### src/rtl/uart_tx_arb_pkg.sv
// Shared constants for the UART transmit arbiter.
// State encoding and grant identifiers.
package uart_tx_arb_pkg;

  typedef enum logic [1:0] {
    IDLE  = 2'd0,
    ISSUE = 2'd1,
    WAIT  = 2'd2
  } state_t;

  localparam logic GNT_BOOT = 1'b0;
  localparam logic GNT_CPU  = 1'b1;

endpackage

### src/rtl/uart_tx_arb_fifo.sv
// Small byte FIFO with sticky overflow flag.
// Head byte is presented combinationally on dout.
module byte_fifo #(
  parameter int DEPTH = 4
) (
  input  logic       clk,
  input  logic       rst,
  input  logic       wr,
  input  logic [7:0] din,
  input  logic       rd,
  output logic [7:0] dout,
  output logic       empty,
  output logic       full,
  output logic       ovf
);

  localparam int AW = $clog2(DEPTH);
  localparam logic [AW:0] CNT_FULL = (AW+1)'(DEPTH);

  logic [7:0]    mem [DEPTH];
  logic [AW-1:0] wr_ptr;
  logic [AW-1:0] rd_ptr;
  logic [AW:0]   count;
  logic          push;
  logic          pop;

  assign full  = (count == CNT_FULL);
  assign empty = (count == '0);
  // full is the registered value, so a push while full drops even on a pop
  assign push  = wr & ~full;
  assign pop   = rd & ~empty;
  assign dout  = mem[rd_ptr];

  always_ff @(posedge clk) begin
    if (push) mem[wr_ptr] <= din;
  end

  always_ff @(posedge clk or posedge rst) begin
    if (rst) begin
      wr_ptr <= '0;
      rd_ptr <= '0;
      count  <= '0;
      ovf    <= 1'b0;
    end else begin
      if (push) wr_ptr <= wr_ptr + 1'b1;
      if (pop)  rd_ptr <= rd_ptr + 1'b1;
      if (wr & full) ovf <= 1'b1;
      unique case ({push, pop})
        2'b10:   count <= count + 1'b1;
        2'b01:   count <= count - 1'b1;
        default: count <= count;
      endcase
    end
  end

endmodule

### src/rtl/uart_tx_arb.sv
// Shares one UART transmitter between bootloader and CPU I/O.
// Two FIFOs drained one byte at a time by a 3-state scheduler.
module uart_tx_arb
  import uart_tx_arb_pkg::*;
#(
  parameter int FIFO_DEPTH = 4
) (
  input  logic       clk,
  input  logic       rst,
  input  logic       booting,
  input  logic [7:0] boot_data,
  input  logic       boot_wr,
  output logic       boot_full,
  output logic       boot_ovf,
  input  logic [7:0] cpu_data,
  input  logic       cpu_wr,
  output logic       cpu_full,
  output logic       cpu_ovf,
  output logic [7:0] tx_data,
  output logic       tx_wr,
  input  logic       tx_done,
  output logic       busy
);

  state_t     state;
  state_t     nstate;
  logic       last_grant;
  logic       boot_rd;
  logic       cpu_rd;
  logic       boot_empty;
  logic       cpu_empty;
  logic [7:0] boot_head;
  logic [7:0] cpu_head;

  byte_fifo #(.DEPTH(FIFO_DEPTH)) u_boot_fifo (
    .clk   (clk),
    .rst   (rst),
    .wr    (boot_wr),
    .din   (boot_data),
    .rd    (boot_rd),
    .dout  (boot_head),
    .empty (boot_empty),
    .full  (boot_full),
    .ovf   (boot_ovf)
  );

  byte_fifo #(.DEPTH(FIFO_DEPTH)) u_cpu_fifo (
    .clk   (clk),
    .rst   (rst),
    .wr    (cpu_wr),
    .din   (cpu_data),
    .rd    (cpu_rd),
    .dout  (cpu_head),
    .empty (cpu_empty),
    .full  (cpu_full),
    .ovf   (cpu_ovf)
  );

  assign tx_wr = (state == ISSUE);
  assign busy  = (state != IDLE);

  always_comb begin
    nstate  = state;
    boot_rd = 1'b0;
    cpu_rd  = 1'b0;
    unique case (state)
      IDLE: begin
        if (booting) begin
          boot_rd = ~boot_empty;
        end else if (last_grant == GNT_CPU) begin
          boot_rd = ~boot_empty;
          cpu_rd  = boot_empty & ~cpu_empty;
        end else begin
          cpu_rd  = ~cpu_empty;
          boot_rd = cpu_empty & ~boot_empty;
        end
        if (boot_rd | cpu_rd) nstate = ISSUE;
      end
      ISSUE:   nstate = WAIT;
      WAIT:    if (tx_done) nstate = IDLE;
      default: nstate = IDLE;
    endcase
  end

  always_ff @(posedge clk or posedge rst) begin
    if (rst) begin
      state      <= IDLE;
      last_grant <= GNT_CPU;
      tx_data    <= 8'h00;
    end else begin
      state <= nstate;
      if (boot_rd) begin
        tx_data    <= boot_head;
        last_grant <= GNT_BOOT;
      end else if (cpu_rd) begin
        tx_data    <= cpu_head;
        last_grant <= GNT_CPU;
      end
    end
  end

endmodule

### config.mk
export PLATFORM = sky130hd
export DESIGN_NAME = uart_tx_arb
export DESIGN_NICKNAME = d
export VERILOG_FILES = /design/src/rtl/uart_tx_arb_pkg.sv /design/src/rtl/uart_tx_arb_fifo.sv /design/src/rtl/uart_tx_arb.sv
export SDC_FILE = /design/constraint.sdc
export NUM_CORES = 1
export LEC_CHECK = 0
export ABC_AREA = 1
export CAP_MARGIN = 20
export CORE_AREA = 2 2 100 121
export CTS_BUF_LIST = sky130_fd_sc_hd__clkbuf_4
export CTS_CLUSTER_DIAMETER = 30
export DETAILED_ROUTE_END_ITERATION = 8
export DIE_AREA = 0 0 102 123
export DONT_BUFFER_PORTS = 1
export SETUP_SLACK_MARGIN = 0.1
export SKIP_LAST_GASP = 1
export SLEW_MARGIN = 40
export SYNTH_ARGS = -nofsm -noshare
export SYNTH_HDL_FRONTEND = slang
export SYNTH_HIERARCHICAL = 1
export SYNTH_SLANG_ARGS = --single-unit
### constraint.sdc
create_clock -name clk -period 2.1 [get_ports clk]
set_input_delay 0.63 -clock clk [delete_from_list [all_inputs] [get_ports clk]]
set_output_delay 0.63 -clock clk [all_outputs]
set_load 0.005 [all_outputs]
# After elaboration in Yosys (flattened, before gate mapping)

Memory sizes are Yosys's and may differ from the RTL's.
Index checks and enable logic that the tools add are counted.

Flip-flop bits (word level): 27
Latch bits: 0
Bits in writable memories: 64
ROM bits: 0
Bits of input ports: 22
Output and inout bits: 14
Word-level logic and storage cells: 73
Memories: 2

$add $sub $neg: 8
Multipliers: 0
Divide/modulo/power cells: 0
$lt $le $gt $ge: 0
Equal/unequal tests: 10
Shift-type cells: 0
Multiplexer cells: 21
Bitwise operators: 13
Reduce and logical (&&, ||, !) cells: 8

Memories:

| memory          | words | width | read ports | clocked after Yosys merged registers in | write ports | line                   | RTL |
|---|---|---|---|---|---|---|---|
| u_boot_fifo.mem | 4     | 8     | 1          | 0                                       | 1           | uart_tx_arb_fifo.sv:20 | `logic [7:0] mem [DEPTH];` |
| u_cpu_fifo.mem  | 4     | 8     | 1          | 0                                       | 1           | uart_tx_arb_fifo.sv:20 |  |

Operators with widths:

| kind                                                                   | count |
|---|---|
| 8-bit 2-to-1 mux                                                       | 2 |
| 1-bit 2-to-1 mux                                                       | 14 |
| 3-bit case mux with 2 select lines                                     | 2 |
| 2-bit by 1-bit adder with 2-bit output (second input constant)         | 4 |
| 1-bit bitwise AND                                                      | 8 |
| 2-bit nonzero test                                                     | 4 |
| 3-bit by 1-bit adder with 3-bit output (second input constant)         | 2 |
| 2-bit by 1-bit equality test with 1-bit output (second input constant) | 3 |
| 2-bit equality test (second input constant)                            | 3 |
| 3-bit equality test (second input constant)                            | 2 |
| 3-bit logical NOT                                                      | 2 |
| 2-bit case mux with 3 select lines                                     | 1 |
| 3-bit by 1-bit subtractor with 3-bit output (second input constant)    | 2 |
| 2-bit 2-to-1 mux                                                       | 2 |
| 2-bit inequality test (second input constant)                          | 2 |
| 1-bit NOT                                                              | 4 |
| 2-bit logical NOT                                                      | 1 |
| 2-bit AND reduction                                                    | 1 |
| 1-bit bitwise OR                                                       | 1 |

# Depth between registers and ports, before layout

Gate-level depths: netlist (run 1).

Word-level depth: 10
Gate-level depth with buffers: 17
Gate-level depth less buffers: 17

# By module

The synthesis (run 1) kept the hierarchy.

By module, submodules not included:

| module      | instances | cells each | area an instance (um2) | seq. area each (um2) |
|---|---|---|---|---|
| byte_fifo   | 2         | 159        | 1791.7                 | 1161.1 |
| uart_tx_arb | 1         | 89         | 658.1                  | 276.5 |

# Worst setup path before layout (run 1)

No wires, ideal clock.

Path type: reg-to-reg
From: register u_boot_fifo.count[0]
To: register u_cpu_fifo.count[2]
Setup time: 117 ps
Arrival: 2024 ps
Required time: 1983 ps
Path slack: -41 ps
Stages on the path, launching flop included: 15
Buffers on the path: 0
Period minus slack after synthesis: 2141 ps
Cells stage by stage: dfrtp_1 inv_1 nand3_2 inv_1 nor2_1 nor2_1 nand2_1 inv_1 ha_1 inv_1 fa_1 nand2_1 nand3_1 nand2_1 nand2_1

Cells in the longest elaborated chain, start to end: 9
Elaborated cells on any way between the ends: 11
Classes of those cells: 2 x eq/ne; 5 x mux; 2 x bitwise; 2 x reduce/logical

RTL lines:

| item                                                                                  | line                   | RTL |
|---|---|---|
| start: declaration                                                                    | uart_tx_arb_fifo.sv:23 | `logic [AW:0] count;` |
| start signal: assignment                                                              | uart_tx_arb_fifo.sv:49 | `2'b10: count <= count + 1'b1;` |
| start signal: assignment                                                              | uart_tx_arb_fifo.sv:50 | `2'b01: count <= count - 1'b1;` |
| start signal: assignment                                                              | uart_tx_arb_fifo.sv:51 | `default: count <= count;` |
| 3-bit logical NOT (*)                                                                 | uart_tx_arb_fifo.sv:28 | `assign empty = (count == '0);` |
| via boot_empty                                                                        | uart_tx_arb.sv:30      | `logic boot_empty;` |
| 1-bit bitwise AND (*)                                                                 | uart_tx_arb.sv:72      | `cpu_rd = boot_empty & ~cpu_empty;` |
| 1-bit 2-to-1 mux (*)                                                                  | uart_tx_arb.sv:70      | `end else if (last_grant == GNT_CPU) begin` |
| 1-bit 2-to-1 mux (*)                                                                  | uart_tx_arb.sv:68      | `if (booting) begin` |
| 1-bit 2-to-1 mux (*) (2 in a row)                                                     | uart_tx_arb.sv:66      | `unique case (state)` |
| via cpu_rd                                                                            | uart_tx_arb.sv:29      | `logic cpu_rd;` |
| 1-bit bitwise AND (*)                                                                 | uart_tx_arb_fifo.sv:31 | `assign pop = rd & ~empty;` |
| via u_cpu_fifo.pop                                                                    | uart_tx_arb_fifo.sv:25 | `logic pop;` |
| 2-bit by 1-bit equality test with 1-bit output or 2-bit equality test (tied branches) | uart_tx_arb_fifo.sv:48 | `unique case ({push, pop})` |
| 3-bit case mux with 2 select lines or 2-bit nonzero test (tied branches)              | -                      |  |
| end signal: assignment                                                                | uart_tx_arb_fifo.sv:49 |  |
| end signal: assignment                                                                | uart_tx_arb_fifo.sv:50 |  |
| end signal: assignment                                                                | uart_tx_arb_fifo.sv:51 |  |
| end: declaration                                                                      | uart_tx_arb_fifo.sv:23 |  |

Mark *: on every way through the listed nets, which the timed path passes. The rest lies on a longest branch. The select of a mux whose other input is x is not followed.
A chain may end at the register's enable or synchronous reset.

# Worst setup path in the final report (run 1)

From: register u_cpu_fifo.count[0]
To: register u_cpu_fifo.count[2]

Cells in the longest elaborated chain, start to end: 10
Elaborated cells on any way between the ends: 17
Classes of those cells: 2 x add/sub; 3 x eq/ne; 5 x mux; 5 x bitwise; 2 x reduce/logical

RTL lines:

| item                                                                                  | line                                 | RTL |
|---|---|---|
| 3-bit logical NOT (*)                                                                 | uart_tx_arb_fifo.sv:28               |  |
| via cpu_empty                                                                         | uart_tx_arb.sv:31                    | `logic cpu_empty;` |
| 1-bit NOT (*)                                                                         | uart_tx_arb.sv:72, uart_tx_arb.sv:74 |  |
| 1-bit bitwise AND                                                                     | uart_tx_arb.sv:72                    |  |
| 1-bit 2-to-1 mux (*)                                                                  | uart_tx_arb.sv:70                    |  |
| 1-bit 2-to-1 mux (*)                                                                  | uart_tx_arb.sv:68                    |  |
| 1-bit 2-to-1 mux (*) (2 in a row)                                                     | uart_tx_arb.sv:66                    |  |
| via cpu_rd                                                                            | uart_tx_arb.sv:29                    |  |
| 1-bit bitwise AND (*)                                                                 | uart_tx_arb_fifo.sv:31               |  |
| via u_cpu_fifo.pop                                                                    | uart_tx_arb_fifo.sv:25               |  |
| 2-bit by 1-bit equality test with 1-bit output or 2-bit equality test (tied branches) | uart_tx_arb_fifo.sv:48               |  |
| 3-bit case mux with 2 select lines or 2-bit nonzero test (tied branches)              | -                                    |  |

Marked as above.

==> run metrics, run 1 <==
final weighted congestion in routability-driven placement=0.749; Post-Synthesis Mean Instance Area=10.4 um2; worst clock skew=0.0159 ns; period utilization=97.5%; Crit Path Class=reg2reg; initial antenna violation count=1; post-detail-place hpwl=5380 um; crit start category=flop; category of the worst setup path capture point=flop; net count after synthesis=441; Gate Count Post-Synth=407; sequential fraction of the synthesis area=61.3%; max cap viols=0; prevailing post-synth register cell=sky130_fd_sc_hd__edfxtp_1; Critical Path RT=2.45 ns; final critical path time including I/O delays and setup=2.05 ns; WL final=7850 um; depth of the worst register-to-register path=15; reported leakage power=2.21 nW; worst hold-check slack=0.0767 ns; power consumption=6.63 mW; worst reg2reg path startpoint=u_cpu_fifo/count[0]; count of antenna-violating nets left after detailed routing=0; worst r2r dst=u_cpu_fifo/count[2]; number of port buffers=0; fraction of power consumed by sequential logic=41.4%; average wire per cell in the routed design=12.9 um; setup total negative slack=0 ns; Fin. Hold Viols=0; part of the total power dissipated in combinational logic=44.5%; Setup crit start=u_cpu_fifo/count[0]; total number of placement rows=43; H-Tree Level Count=3; worst setup slack for register-to-register paths=0.05 ns; clock power share=14.1%; combined area of all synthesized cells=4240 um2; Max Buffers Root-to-Sink=2; Pins Over Slew Limit=0; distinct cell type count after synthesis=24; Slew Limit Headroom=65.7%; biggest area consumer among synthesized cells=sky130_fd_sc_hd__edfxtp_1; TritonCTS Buffers=9; critical path data arrival time=2.39 ns; global-route wire length before repair=12500 um; setup repair after global routing missed its margin=yes; type of the most critical hold path=in2async; total of endpoints with negative setup slack in the final report=0; share of synthesized registers carrying an async set or reset=29.7%; maximum number of pins on one net before global-route repair=34; die extent in x=102 um; effective utilization at floorplan=37.2%; synthesis-stage register bit count=91; Root Buffer=sky130_fd_sc_hd__clkbuf_4; layout cell share with drive strength beyond 1=21.3%; result of the run=finished clean; number of warning messages in the yosys log=6; TritonCTS Sinks=91; number of nets at the end of the flow=480; final design utilization=42.2%; DR DRC count=0; Internal Power=3.98 mW; top cells by instance count after synthesis=sky130_fd_sc_hd__nand2_1 (108), sky130_fd_sc_hd__inv_1 (87), sky130_fd_sc_hd__edfxtp_1 (64); number of enable flip-flop cells after synthesis=64; achievable clock frequency=488 MHz; top post-synthesis cells by area=sky130_fd_sc_hd__edfxtp_1 (45%), sky130_fd_sc_hd__dfrtp_1 (15%), sky130_fd_sc_hd__nand2_1 (9.6%); Clk Latency, worst-skew pair=0.44 ns; slew at the pin closest to its max-slew limit=0.514 ns; setup slack after layout=0.0525 ns; Die Footprint=12500 um2; ratio of total power to cell area=1380 nW/um2; Worst Setup Slack post-DPL=0.00537 ns; vertical extent of the die=123 um; overall overflow remaining after global route=0; Std-Cell Core Area=11400 um2; NetSw=2.64 mW; share of total power consumed by net switching=39.9%; capturing instance or port of the critical path=u_cpu_fifo/count[2]; TritonCTS clock tree=built; number of search-and-repair iterations in the first detailed-routing pass=4; IO Pins=36; most common cell in the netlist=sky130_fd_sc_hd__nand2_1; Vias=2783; vias in the first global route=2685; maximum vdd drop=0.775 mV; routed vias/inst=4.57; clock edge transition at the registers on the reported setup and hold paths=0.14 ns; Detailed Route Iter0 Violations=127; Layout area overhead=13.5%; fraction of synthesized cell area taken by the top area cell type=45.3%; global-route usage over all layers=13.3%; highest fanout seen on the critical path=4
[power by group through the flow]
stage | clock, mW | sequential [mW] | combinational, mW
final | 0.933 | 2.74 | 2.95
after global routing | 1.04 | 2.80 | 3.36
after CTS | 0.973 | 2.74 | 2.73
after detailed placement | 0 | 2.79 | 2.59
after global placement | 0 | 2.78 | 2.51
after floorplan | 0 | 2.68 | 2.12
[cell families (layout without fill, tap and decap cells)]
kind of cell    Yosys count  in the layout  synth area share, %
xor+xnor                  2              2                0.413
compound gates           36             36                 6.43
flops                    91             91                 61.3
fa+ha+maj                12             12                 3.89
other cells               0              1                    0
simple gates            163            163                 17.3
buf+inv                 103            147                 10.6
[critical path, cell delays in order, from the launching register on]
cell and delay (ns):
sky130_fd_sc_hd__dfrtp_1 0.40, sky130_fd_sc_hd__inv_2 0.07, sky130_fd_sc_hd__nand3_4 0.10, sky130_fd_sc_hd__inv_2 0.05
sky130_fd_sc_hd__nor2_4 0.12, sky130_fd_sc_hd__nand2_2 0.08, sky130_fd_sc_hd__nor2_2 0.12, sky130_fd_sc_hd__nand2_1 0.07
sky130_fd_sc_hd__inv_1 0.06, sky130_fd_sc_hd__ha_2 0.19, sky130_fd_sc_hd__inv_2 0.06, sky130_fd_sc_hd__fa_2 0.38
sky130_fd_sc_hd__nand2_2 0.10, sky130_fd_sc_hd__nand3_2 0.07, sky130_fd_sc_hd__nand2_1 0.06, sky130_fd_sc_hd__nand2_1 0.05
[routing by layer]
metal  share of wire [%]  wire, um  track usage (%)  vias to the layer above
met3                 4.2       330             3.90                        7
met5                   0         0                0                        -
met2                  51      3980             21.6                       43
met4                 1.7       130             6.67                        0
li1                    -         -                -                     1395
met1                  43      3410             16.1                     1338
[worst min-delay path by stage]
stage                               from                   end  slack, ns  cells after the start
CTS                                  rst            tx_data[4]       0.04                      1
global placement    u_boot_fifo/count[0]  u_boot_fifo/count[0]       0.46                      1
global route                         rst              state[0]       0.06                      1
floorplan                            rst  u_boot_fifo/count[0]       0.45                      1
detailed placement  u_boot_fifo/count[0]  u_boot_fifo/count[0]       0.46                      1
finish                               rst              state[0]       0.08                      1
[layout make-up]
cell class / count / area (um2)
fill: 1133 / 6590
sequential: 91 / 2600
multi-input combinational: 213 / 1250
inverter: 94 / 355
timing repair buffer: 37 / 280
tap: 157 / 196
clock buffer: 10 / 75.1
clock inverter: 6 / 57.6
antenna: 1 / 2.50
[timing repair]
item | in CTS | in global routing
hold endpoints to repair | 16 | 0
setup endpoints to repair | 4 | 6
buffers inserted | 9 | 11
pin swaps | 2 | 8
hold buffers | 1 | 0
gates resized for setup | 1 | 20
[per-stage QoR]
stage / cell area (um2) / cells
after floorplan: 4250 / 407
after global placement: 4470 / 571
after detailed placement: 4470 / 571
after CTS: 4680 / 597
after global routing: 4810 / 609
final: 4810 / 609
[cell usage in the layout, fill, tap and decap left out, types with 8 or more instances in the layout]
master,instances
sky130_fd_sc_hd__edfxtp_1,64
sky130_fd_sc_hd__clkbuf_4,10
sky130_fd_sc_hd__dfrtp_1,26
sky130_fd_sc_hd__ha_1,8
sky130_fd_sc_hd__nand2_1,105
sky130_fd_sc_hd__inv_2,20
sky130_fd_sc_hd__inv_1,73
sky130_fd_sc_hd__o211ai_1,32
sky130_fd_sc_hd__nor2_1,13
sky130_fd_sc_hd__buf_4,36
sky130_fd_sc_hd__nand3_1,24
[registers in the layout, indices dropped and copies added (netlist names)]
signal and count:
u_boot_fifo/wr_ptr 2, state 2, tx_data 8, u_boot_fifo/ovf 1, last_grant 1, u_boot_fifo/count 3, u_boot_fifo/mem 32, u_cpu_fifo/mem 32
u_cpu_fifo/rd_ptr 2, u_cpu_fifo/count 3, u_boot_fifo/rd_ptr 2, u_cpu_fifo/wr_ptr 2, u_cpu_fifo/ovf 1
Power figures use the tool's default switching activity.
==> run 2: changes to the inputs <==
- MAX_ROUTING_LAYER: default -> met4
- clock period: 2.1 -> 2.5 ns (I/O delays scaled with it)
==> run 2 against run 1 <==
Final area shrank 5.5%. Sequential power shrank 15%. Clock-buffer cell count grew 1. Utilization shrank 2.3 points. Flip-flop and latch count is the same. Critical endpoint unchanged. Largest cell class unchanged.
==> run metrics, run 2 (synthesized netlist as in run 1, its figures left out) <==
fraction of power consumed by sequential logic=45.4% (+4.0 points); WL final=7440 um (-5.2%); clock power share=13.7% (-0.4 points); total number of placement rows=43 (unchanged); TritonCTS Buffers=9 (unchanged); area used by multi-input combinational logic=1220 um2 (-2.6%); Critical Path RT=2.86 ns (+0.41 ns); layout cell share with drive strength beyond 1=13.0% (-8.3 points); Clk Latency, worst-skew pair=0.46 ns (+0.02 ns); period utilization=88.1% (-9.4 points); Detailed Route Iter0 Violations=139 (+9.4%); final critical path time including I/O delays and setup=2.20 ns (+0.156 ns); setup repair after global routing missed its margin=no; NetSw=2.12 mW (-20%); slew at the pin closest to its max-slew limit=0.512 ns (-0.00230 ns); Worst Setup Slack post-DPL=0.159 ns (+0.153 ns); most frequent standard cell in the layout excluding fill and tap cells=sky130_fd_sc_hd__nand2_1; Crit Path Class=reg2reg; total length of routed met3 wires=506 um (+53%); number of nets at the end of the flow=452 (-5.8%); overall overflow remaining after global route=0 (unchanged); worst r2r dst=u_cpu_fifo/count[2]; share of total power consumed by net switching=41.5% (+1.6 points); crit start category=flop; category of the worst setup path capture point=flop; final weighted congestion in routability-driven placement=0.811 (+8.3%); post-detail-place hpwl=5300 um (-1.5%); H-Tree Level Count=3 (unchanged); sequential cell area in the final layout=2600 um2 (unchanged); average wire per cell in the routed design=12.8 um (-0.63%); Std-Cell Core Area=11400 um2 (unchanged); worst setup slack for register-to-register paths=0.30 ns (+0.24 ns); TritonCTS clock tree=built; Vias=2602 (-6.5%); CTS hold repair buffers=0 (-1); final design utilization=39.9% (-2.3 points); met2 wirelength from detailed routing=3520 um (-12%); DR DRC count=0 (unchanged); max cap viols=0 (unchanged); critical path data arrival time=2.56 ns (+0.17 ns); Layout area overhead=7.29%; Root Buffer=sky130_fd_sc_hd__clkbuf_4; IO Pins=36 (unchanged); clock edge transition at the registers on the reported setup and hold paths=0.13 ns (about the same); worst reg2reg path startpoint=u_boot_fifo/count[1]; result of the run=finished clean; wl on met1=3280 um (-3.9%); vertical extent of the die=123 um (unchanged); initial antenna violation count=1 (unchanged); die extent in x=102 um (unchanged); biggest regs=u_boot_fifo/mem (32), u_cpu_fifo/mem (32), tx_data (8); highest fanout seen on the critical path=5 (+1); vias in the first global route=2431 (-9.5%); global-route wire length before repair=11900 um (-4.7%); worst clock skew=0.0223 ns (+0.00638 ns); number of port buffers=0 (unchanged); count of antenna-violating nets left after detailed routing=0 (unchanged); Internal Power=2.99 mW (-25%); number of search-and-repair iterations in the first detailed-routing pass=4 (unchanged); ratio of total power to cell area=1120 nW/um2 (-18%); type of the most critical hold path=in2async; Die Footprint=12500 um2 (unchanged); Fill cells=1156 (+2.0%); TritonCTS Sinks=91 (unchanged); cell area after placement=4400 um2 (-1.6%); Max Buffers Root-to-Sink=2 (unchanged); total of endpoints with negative setup slack in the final report=0 (unchanged); part of the total power dissipated in combinational logic=40.9% (-3.6 points); depth of the worst register-to-register path=14 (-1); routed vias/inst=4.48 (-2.0%); reported leakage power=2.08 nW (-5.5%); maximum number of pins on one net before global-route repair=34 (unchanged); highest-count cells in the layout ignoring fill and taps=sky130_fd_sc_hd__nand2_1 (108), sky130_fd_sc_hd__inv_1 (80), sky130_fd_sc_hd__edfxtp_1 (64); setup total negative slack=0 ns (unchanged); Pins Over Slew Limit=0 (unchanged); post-route cell area=4550 um2 (-5.5%); setup slack after layout=0.296 ns (+0.244 ns); worst hold-check slack=0.113 ns (+0.0366 ns); achievable clock frequency=454 MHz (-7.1%); effective utilization at floorplan=37.2% (unchanged); Fin. Hold Viols=0 (unchanged); top routing layer in use=met4; Slew Limit Headroom=65.8% (+0.15 points); global-route usage over all layers=13.3% (-0.024 points); maximum vdd drop=0.536 mV (-31%)
run 2: changes by cell type in the layout (fill, tap and decap cells not counted), sizes merged:
cell,change
buf,-27
bufinv,-1
clkbuf,+1
clkinvlp,-1
dlygate4sd3,-1
clkinv,+1
run 2: layer usage:
| metal | track usage (%) | vias up |
|---|---|---|
| met4 | 5.50 | 0 |
| met2 | 20.5 | 46 |
| li1 | - | 1331 |
| met5 | - | - |
| met3 | 4.97 | 11 |
| met1 | 15.6 | 1214 |
run 2: repair_timing:
| action | 4_1_cts | 5_1_grt |
|---|---|---|
| setup buffers | 0 | 1 |
| endpoints found under the setup margin | 0 | 4 |
| hold endpoints to repair | 0 | 0 |
| resized for setup | 0 | 12 |
run 2: area by class of cell:
class                   instances  area share, %
repair buffers                  9           1.48
diodes                          1         0.0550
flip-flops and latches         91           57.1
inverters                      94           7.81
clock buffers                  11           1.81
well taps                     157           4.32
clock inverters                 5          0.687
multi-input cells             213           26.7
run 2: stage by stage:
stage / power (mW) / instances
detailed placement: 4.41 / 563
CTS: 5.11 / 579
global placement: 4.35 / 563
floorplan: 3.99 / 407
finish: 5.11 / 581
global route: 5.59 / 581
run 2: worst max-delay path, cell delays in order, from the launching register on:
cell and delay [ns]:
sky130_fd_sc_hd__dfrtp_1 0.41, sky130_fd_sc_hd__inv_1 0.16, sky130_fd_sc_hd__nand3_4 0.13, sky130_fd_sc_hd__inv_4 0.12
sky130_fd_sc_hd__nor2_1 0.07, sky130_fd_sc_hd__nor2_1 0.17, sky130_fd_sc_hd__nand2_1 0.09, sky130_fd_sc_hd__inv_1 0.06
sky130_fd_sc_hd__ha_1 0.15, sky130_fd_sc_hd__inv_1 0.07, sky130_fd_sc_hd__fa_1 0.39, sky130_fd_sc_hd__nand2_1 0.11
sky130_fd_sc_hd__nand3_1 0.08, sky130_fd_sc_hd__nand2_1 0.06, sky130_fd_sc_hd__nand2_1 0.05
run 2: worst max-delay path by stage:
stage / start / end / slack [ns] / cells after the start
finish: u_boot_fifo/count[1] / u_cpu_fifo/count[2] / 0.30 / 14
CTS: u_boot_fifo/count[1] / u_cpu_fifo/count[2] / 0.13 / 14
global route: u_cpu_fifo/count[2] / u_cpu_fifo/count[2] / 0.10 / 15
global placement: booting / u_cpu_fifo/count[2] / 0.23 / 12
floorplan: booting / u_cpu_fifo/count[2] / 0.34 / 12
detailed placement: booting / u_cpu_fifo/count[2] / 0.16 / 12
run 2: power groups by stage:
stage / Clock, mW / Sequential [mW] / Combinational, mW
after floorplan: 0 / 2.24 / 1.75
after global placement: 0 / 2.34 / 2.01
after detailed placement: 0 / 2.35 / 2.05
after CTS: 0.731 / 2.32 / 2.06
after global routing: 0.801 / 2.37 / 2.42
final: 0.701 / 2.32 / 2.09
==> run 3: changes to the inputs <==
- DONT_BUFFER_PORTS: 1 -> default
==> run 3 against run 2 <==
Die area is the same. Power is 10% higher. Worst setup slack got worse by 0.040 ns. Largest power group is now combinational cells. Highest routed layer unchanged.
==> run metrics, run 3 (synthesized netlist as in run 1, its figures left out) <==
result of the run=finished clean; maximum number of pins on one net before global-route repair=34 (unchanged); die extent in x=102 um (unchanged); final design utilization=44.4% (+4.6 points); WL final=7710 um (+3.6%); cell type group with the largest total delay on the critical path=buffers and inverters; biggest regs=u_boot_fifo/mem (32), u_cpu_fifo/mem (32), tx_data (8); critical path buffer and inverter count=1 (-3); slew at the pin closest to its max-slew limit=0.511 ns (-0.000445 ns); number of search-and-repair iterations in the first detailed-routing pass=4 (unchanged); setup total negative slack=0 ns (unchanged); average wire per cell in the routed design=12.2 um (-5.0%); Pins Over Slew Limit=0 (unchanged); count of antenna-violating nets left after detailed routing=0 (unchanged); Slew Limit Headroom=65.9% (about the same); Die Footprint=12500 um2 (unchanged); overall overflow remaining after global route=0 (unchanged); setup repair after global routing missed its margin=no; number of port buffers=35 (+35); vias in the first global route=2774 (+14%); Critical Path RT=1.75 ns (-1.11 ns); vertical extent of the die=123 um (unchanged); reported leakage power=2.33 nW (+12%); number of nets at the end of the flow=505 (+12%); Fin. Hold Viols=0 (unchanged); highest fanout seen on the critical path=3 (-2); Worst Setup Slack post-DPL=-0.165 ns (-0.323 ns); final critical path time including I/O delays and setup=2.24 ns (+0.0404 ns); maximum vdd drop=0.501 mV (-6.6%); total of endpoints with negative setup slack in the final report=0 (unchanged); achievable clock frequency=446 MHz (-1.8%); Layout area overhead=19.5%; Clk Latency, worst-skew pair=0.44 ns (-0.02 ns); CTS hold repair buffers=0 (unchanged); category of the worst setup path capture point=output pin; TritonCTS Sinks=91 (unchanged); max cap viols=0 (unchanged); period utilization=89.8% (+1.6 points); Std-Cell Core Area=11400 um2 (unchanged); Max Buffers Root-to-Sink=2 (unchanged); H-Tree Level Count=3 (unchanged); Slowest-stage cell, CP=sky130_fd_sc_hd__clkdlybuf4s50_1; Crit Path Class=reg2out; Fill cells=1126 (-2.6%); IO Pins=36 (unchanged); ratio of total power to cell area=1110 nW/um2 (-1.2%); global-route wire length before repair=12900 um (+8.2%); critical path data arrival time=1.49 ns (-1.07 ns); delay of the slowest cell on the worst path=0.51 ns (+0.10 ns); clock edge transition at the registers on the reported setup and hold paths=0.12 ns (about the same); total number of placement rows=43 (unchanged); most frequent standard cell in the layout excluding fill and tap cells=sky130_fd_sc_hd__nand2_1; crit start category=flop; DR DRC count=0 (unchanged); TritonCTS Buffers=9 (unchanged); power consumption=5.63 mW (+10%); final weighted congestion in routability-driven placement=0.847 (+4.5%); worst clock skew=0.0125 ns (-0.00984 ns); initial antenna violation count=1 (unchanged); layout cell share with drive strength beyond 1=15.3% (+2.3 points); global-route usage over all layers=14.0% (+0.76 points); Root Buffer=sky130_fd_sc_hd__clkbuf_4; Detailed Route Iter0 Violations=112 (-19%); type of the most critical hold path=reg2reg; highest-count cells in the layout ignoring fill and taps=sky130_fd_sc_hd__nand2_1 (108), sky130_fd_sc_hd__inv_1 (82), sky130_fd_sc_hd__edfxtp_1 (64); Vias=2820 (+8.4%); effective utilization at floorplan=37.2% (unchanged); CP Cell Sequence=nor2_1 > clkdlybuf4s50_1; TritonCTS clock tree=built; post-detail-place hpwl=5430 um (+2.4%); setup slack after layout=0.256 ns (-0.0404 ns); routed vias/inst=4.45 (-0.68%)
## run 3: cell count changes in the layout (fill, tap and decap cells not counted), moves of 2 or more
| cell | before | now |
|---|---|---|
| sky130_fd_sc_hd__clkdlybuf4s50_1 | 0 | 32 |
| sky130_fd_sc_hd__buf_4 | 9 | 27 |
| sky130_fd_sc_hd__clkbuf_4 | 11 | 13 |
| sky130_fd_sc_hd__clkinv_2 | 3 | 1 |
| sky130_fd_sc_hd__dlygate4sd2_1 | 0 | 2 |
| sky130_fd_sc_hd__inv_1 | 80 | 82 |
| sky130_fd_sc_hd__nand3_2 | 3 | 1 |
| sky130_fd_sc_hd__nand3_4 | 2 | 4 |
## run 3: metrics by stage
| step | hold slack [ns] | area (um2) | instances |
|---|---|---|---|
| after floorplan | 0.446 | 4240 | 407 |
| after global placement | 0.451 | 4790 | 604 |
| after detailed placement | 0.460 | 4790 | 604 |
| after CTS | 0.490 | 5000 | 627 |
| after global routing | 0.512 | 5070 | 634 |
| final | 0.484 | 5070 | 634 |
## run 3: timing repair
item	4_1_cts	5_1_grt
setup endpoints to repair	2	5
gates cloned	0	0
pin swaps	0	2
gates resized for setup	8	6
buffers inserted	7	6
## run 3: per-layer routing
metal / part of all wire [%] / global-route usage (%) / wire length (um)
met1: 46 / 16.7 / 3560
met2: 48 / 22.6 / 3740
met3: 2.8 / 2.77 / 215
met4: 2.6 / 7.25 / 201
met5: 0 / - / 0
## run 3: worst reg2reg max path: cells and delay by family, from the launching register on
family | cells | cell delay (ns)
simple gates | 8 | 0.63
buf+inv | 6 | 0.55
flops | 1 | 0.40
fa+ha+maj | 2 | 0.57
## run 3: area by class of cell
cell class / instances / area, um2 / area share, %
timing repair buffer: 62 / 553 / 10.9
tap: 157 / 196 / 3.87
inverter: 94 / 357 / 7.03
sequential: 91 / 2600 / 51.3
clock inverter: 3 / 38.8 / 0.765
clock buffer: 13 / 97.6 / 1.92
antenna: 1 / 2.50 / 0.0494
multi-input combinational: 213 / 1230 / 24.2
## run 3: worst paths after layout
check | start | to | slack [ns] | depth (start not counted)
worst min-delay path | u_cpu_fifo/ovf | u_cpu_fifo/ovf | 0.48 | 2
min in group asynchronous | rst | u_boot_fifo/ovf | 0.60 | 2
max in group asynchronous | rst | last_grant | 1.47 | 2
worst max register to register | u_boot_fifo/count[1] | u_boot_fifo/count[2] | 0.26 | 16
worst min register to register | u_cpu_fifo/ovf | u_cpu_fifo/ovf | 0.48 | 2
worst max-delay path | state[1] | tx_wr | 0.26 | 2
## run 3: power by group
group,switching [mW],total [mW],internal [mW]
combinational,1.49,2.54,1.05
sequential,0.236,2.29,2.05
clock,0.449,0.797,0.348
total,2.17,5.63,3.46
